==> config.mk <==
export PLATFORM = sky130hd
export DESIGN_NAME = seq_multiplier
export DESIGN_NICKNAME = d
export VERILOG_FILES = /design/src/rtl/seq_multiplier.sv
export SDC_FILE = /design/constraint.sdc
export NUM_CORES = 1
export LEC_CHECK = 0
export ABC_AREA = 1
export CORE_MARGIN = 5
export CORE_UTILIZATION = 58
export DETAILED_ROUTE_END_ITERATION = 8
export DONT_BUFFER_PORTS = 1
export PLACE_DENSITY = 0.81
export SLEW_MARGIN = 20
export SYNTH_ARGS = -nofsm -noshare
export SYNTH_HDL_FRONTEND = slang
export SYNTH_SLANG_ARGS = --single-unit
export TNS_END_PERCENT = 5
==> constraint.sdc <==
create_clock -name clk -period 2.2 [get_ports clk]
set_clock_uncertainty 0.05 [all_clocks]
set_input_delay 0.44 -clock clk [delete_from_list [all_inputs] [get_ports clk]]
set_output_delay 0.44 -clock clk [all_outputs]
set_load 0.03 [all_outputs]
==> src/rtl/seq_multiplier.sv <==
// Iterative shift-add unsigned multiplier, one multiplier bit per clock, start/busy/done handshake.
// Latency: done pulses WIDTH+1 cycles after start is accepted; start is ignored while busy.
module seq_multiplier #(
    parameter int WIDTH = 32
) (
    input  logic                 clk,
    input  logic                 rst_n,
    input  logic                 start,
    input  logic [WIDTH-1:0]     multiplicand,
    input  logic [WIDTH-1:0]     multiplier,
    output logic                 busy,
    output logic                 done,
    output logic [2*WIDTH-1:0]   product,
    output logic                 overflow
);

    localparam int CW = (WIDTH > 1) ? $clog2(WIDTH) : 1;

    typedef enum logic [1:0] {
        S_IDLE = 2'd0,
        S_RUN  = 2'd1,
        S_DONE = 2'd2
    } state_t;

    state_t               state_q, state_d;
    logic [WIDTH-1:0]     mcand_q, mcand_d;
    logic [2*WIDTH-1:0]   acc_q, acc_d;
    logic [CW-1:0]        cnt_q, cnt_d;
    logic [2*WIDTH-1:0]   product_q, product_d;
    logic                 overflow_q, overflow_d;
    logic                 busy_q, busy_d;
    logic                 done_q, done_d;

    logic [WIDTH:0]       sum;
    logic [2*WIDTH-1:0]   acc_shift;

    always_comb begin
        state_d    = state_q;
        mcand_d    = mcand_q;
        acc_d      = acc_q;
        cnt_d      = cnt_q;
        product_d  = product_q;
        overflow_d = overflow_q;

        // The carry out of the high-half add is kept as bit WIDTH of sum so the
        // shift brings it into the top of the accumulator instead of losing it.
        if (acc_q[0]) begin
            sum = {1'b0, acc_q[2*WIDTH-1:WIDTH]} + {1'b0, mcand_q};
        end else begin
            sum = {1'b0, acc_q[2*WIDTH-1:WIDTH]};
        end
        acc_shift = {sum, acc_q[WIDTH-1:1]};

        case (state_q)
            S_IDLE, S_DONE: begin
                if (start) begin
                    mcand_d = multiplicand;
                    acc_d   = {{WIDTH{1'b0}}, multiplier};
                    cnt_d   = '0;
                    state_d = S_RUN;
                end else begin
                    state_d = S_IDLE;
                end
            end
            S_RUN: begin
                acc_d = acc_shift;
                cnt_d = cnt_q + CW'(1);
                if (cnt_q == CW'(WIDTH - 1)) begin
                    product_d  = acc_shift;
                    overflow_d = |acc_shift[2*WIDTH-1:WIDTH];
                    state_d    = S_DONE;
                end
            end
            default: state_d = S_IDLE;
        endcase

        busy_d = (state_d == S_RUN);
        done_d = (state_d == S_DONE);
    end

    always_ff @(posedge clk or negedge rst_n) begin
        if (!rst_n) begin
            state_q    <= S_IDLE;
            mcand_q    <= '0;
            acc_q      <= '0;
            cnt_q      <= '0;
            product_q  <= '0;
            overflow_q <= 1'b0;
            busy_q     <= 1'b0;
            done_q     <= 1'b0;
        end else begin
            state_q    <= state_d;
            mcand_q    <= mcand_d;
            acc_q      <= acc_d;
            cnt_q      <= cnt_d;
            product_q  <= product_d;
            overflow_q <= overflow_d;
            busy_q     <= busy_d;
            done_q     <= done_d;
        end
    end

    assign busy     = busy_q;
    assign done     = done_q;
    assign product  = product_q;
    assign overflow = overflow_q;

endmodule

==> results_dict.tcl <==
set metrics [dict create \
    synth_seq_cells 170 \
    hpwl_um 18810 \
    violations "hold timing, setup timing" \
    path_depth 18 \
    path_delay_family "simple AND/OR/NAND/NOR gates" \
    ioPinCount 134 \
    cts.path.max_buffers 2 \
    synth_area_mm2 0.009384 \
    grt_pass1_vias 8750 \
    antennaDiodeCount 0 \
    crit_path_end_kind "register" \
    via_per_inst 5.575 \
    antenna_found_initial 1 \
    wl_um 26870 \
    synth_cells 1223 \
    yosysTopAreaCellShare_pct 45.33 \
    wl_per_cell_um 17.17 \
    drv_slew 0 \
    grt_max_degree 171 \
    setup_ws_ns -0.3087 \
    cts_max_level 4 \
    start_util_pct 59.07 \
    portBuffers 0 \
    hold_violations 170 \
    fp.dieH_um 137.2 \
    period_minus_slack_ns 2.509 \
    cap_viol_max_count 0 \
    relSlewSlack_pct 41.21 \
    dr.pass1.iters 5 \
    yosys_warnings 0 \
    postRouteAntennaNets 0 \
    cp_num_buf_inv 1 \
    synth_top_area_cell "dfrtp_1" \
    place.gp.congestion 0.9767 \
    min_period_over_period_pct 114.0 \
    cts-root-buf "clkbuf_16" \
    clkTransAtPathRegs_ns 0.07 \
    synth_edf_count 0 \
    synth_nets 1325 \
    drtIter0Drc 664 \
    rr_worst_depth 18 \
    stdcell_count 1565 \
    ys_types 38 \
    cts_tree "yes" \
    layout-drive-gt1-share_pct 25.95 \
    setup_viol 20 \
    synth_area_leaders "dfrtp_1, nand2_1, inv_1" \
    nNetsFinal 1438 \
    hold_path.class "primary input to async pin" \
    worst-setup-path-type "register to register" \
    ys_seq_area_share_pct 45.33 \
    area_growth_pct 25.57 \
    holdWs_ns -0.3552 \
    cp_max_fo 4 \
    cp-start-kind "register" \
    async_flop_share_pct 100.0 \
    cts-buffers-inserted 17 \
    max_slew.worst_pin.slew_ns 0.8809 \
    drc 0 \
    overflow 0 \
    dp.cells 1521 \
    design.die.area_mm2 0.01882 \
    die_w_um 137.2 \
    clock_latency_ns 0.44 \
    critical_path_arrival_ns 2.80 \
    yosysMostFrequentCell "nand2_1" \
    core_area_mm2 0.01589 \
    fp-row-count 46 \
    fmax_ghz 0.3986 \
    critPathSlowestCell "fa_2" \
    slowest_delay_ns 0.39 \
    fillers 1193 \
    run_status "finished with violations" \
    crit_chain "ha_2, fa_2, nand2_2, nand2_4, nand3_4, nand2_4, nand2_4, nand2_2, nand2_2, nand3_4, nand2_4, nand2_2, nor2_4, nand3_2, nor2_2, nand3_1, nand2_1, inv_1" \
    grt_setup_unrepaired "yes" \
    grt_pass1_wl_um 43320 \
    cts.sinks 170 \
    synth_top_flop_cell "dfrtp_1" \
    track_usage_pct 29.32 \
    required_ns 2.49 \
    avgSynthCellArea_um2 7.673 \
    ys_top_cells_by_count "nand2_1, inv_1, dfrtp_1" \
    vias 8725 \
]
## per-layer routing
metal | global-route usage (%) | part of all wire, % | up-vias
met3 | 8.145 | 7.8 | 49
met1 | 37.82 | 41 | 4200
met5 | 0 | 0.048 | -
li1 | - | - | 4166
met2 | 48.45 | 49 | 308
met4 | 8.814 | 2.4 | 2
## stage by stage
stage               util [%]  setup slack, ns  TNS [ns]  cell area, um^2
floorplan                  -         0.009303         0             9389
global placement       65.85          -0.4881    -1.462            10460
detailed placement     65.85          -0.5150    -2.526            10460
CTS                    71.96          -0.2556    -1.219            11430
global route           74.18          -0.4439    -6.453            11780
finish                 74.18          -0.3087    -1.532            11780
## area by class of cell
class,instances,area [um^2],area share [%]
multi-input cells,819,4895,41.54
flip-flops and latches,170,4254,36.10
repair buffers,140,1080,9.163
inverters,188,708.2,6.010
clock buffers,19,442.9,3.759
well taps,216,270.3,2.293
clock inverters,13,133.9,1.136
## sequential cells by signal, indices dropped and copies added, names as in the netlist
| register | count |
|---|---|
| acc_q | 64 |
| busy | 1 |
| cnt_q | 5 |
| done | 1 |
| mcand_q | 32 |
| overflow | 1 |
| product | 64 |
| state_q | 2 |
## cell usage in the layout (no fill, tap or decap), types with 8 or more instances in the layout
cell type | synthesis | final
nor2_1 | 64 | 43
mux2_2 | 32 | 32
a21oi_1 | 23 | 14
ha_1 | 34 | 12
inv_2 | 5 | 11
clkbuf_16 | 0 | 17
o22ai_1 | 13 | 12
dfrtp_1 | 170 | 170
ha_4 | 0 | 21
nand3_2 | 1 | 8
nand2_1 | 379 | 327
o21ai_1 | 3 | 10
nand4_1 | 10 | 10
inv_1 | 182 | 175
o221ai_1 | 31 | 31
nand2_2 | 2 | 46
nand3_1 | 105 | 94
buf_4 | 0 | 137
nand2_4 | 0 | 8
a21oi_2 | 1 | 10
nor2_2 | 4 | 23
o21ai_0 | 91 | 82
## path summary, 6_finish.rpt
| check | start | endpoint | slack (ns) |
|---|---|---|---|
| max in group asynchronous | rst_n | acc_q[60] | 2.24 |
| hold / removal | rst_n | acc_q[42] | -0.36 |
| hold reg to reg | cnt_q[3] | cnt_q[3] | 0.43 |
| setup / recovery | mcand_q[0] | overflow | -0.31 |
| setup reg to reg | mcand_q[0] | overflow | -0.31 |
| min in group clk | multiplicand[24] | mcand_q[24] | 0.10 |
## kinds of logic (layout without fill, tap and decap cells)
logic type	after synthesis	after routing	share of synthesized area, %
and+or+nand+nor	582	582	25.83
buffers and inverters	234	360	9.507
AOI/OAI and AO/OA	170	170	10.75
DFF	170	170	45.33
adders and majority gates	35	35	4.747
muxes	32	32	3.840
## what timing repair did
action / in CTS / in global routing
endpoints found under the setup margin: 28 / 87
pin swaps: 10 / 37
hold endpoints to repair: 170 / 170
setup buffers: 8 / 4
gates resized for setup: 53 / 101
Power is left out: the tool's default activity adds up to more than one toggle a clock period on the data nets, which glitch-free logic cannot reach.
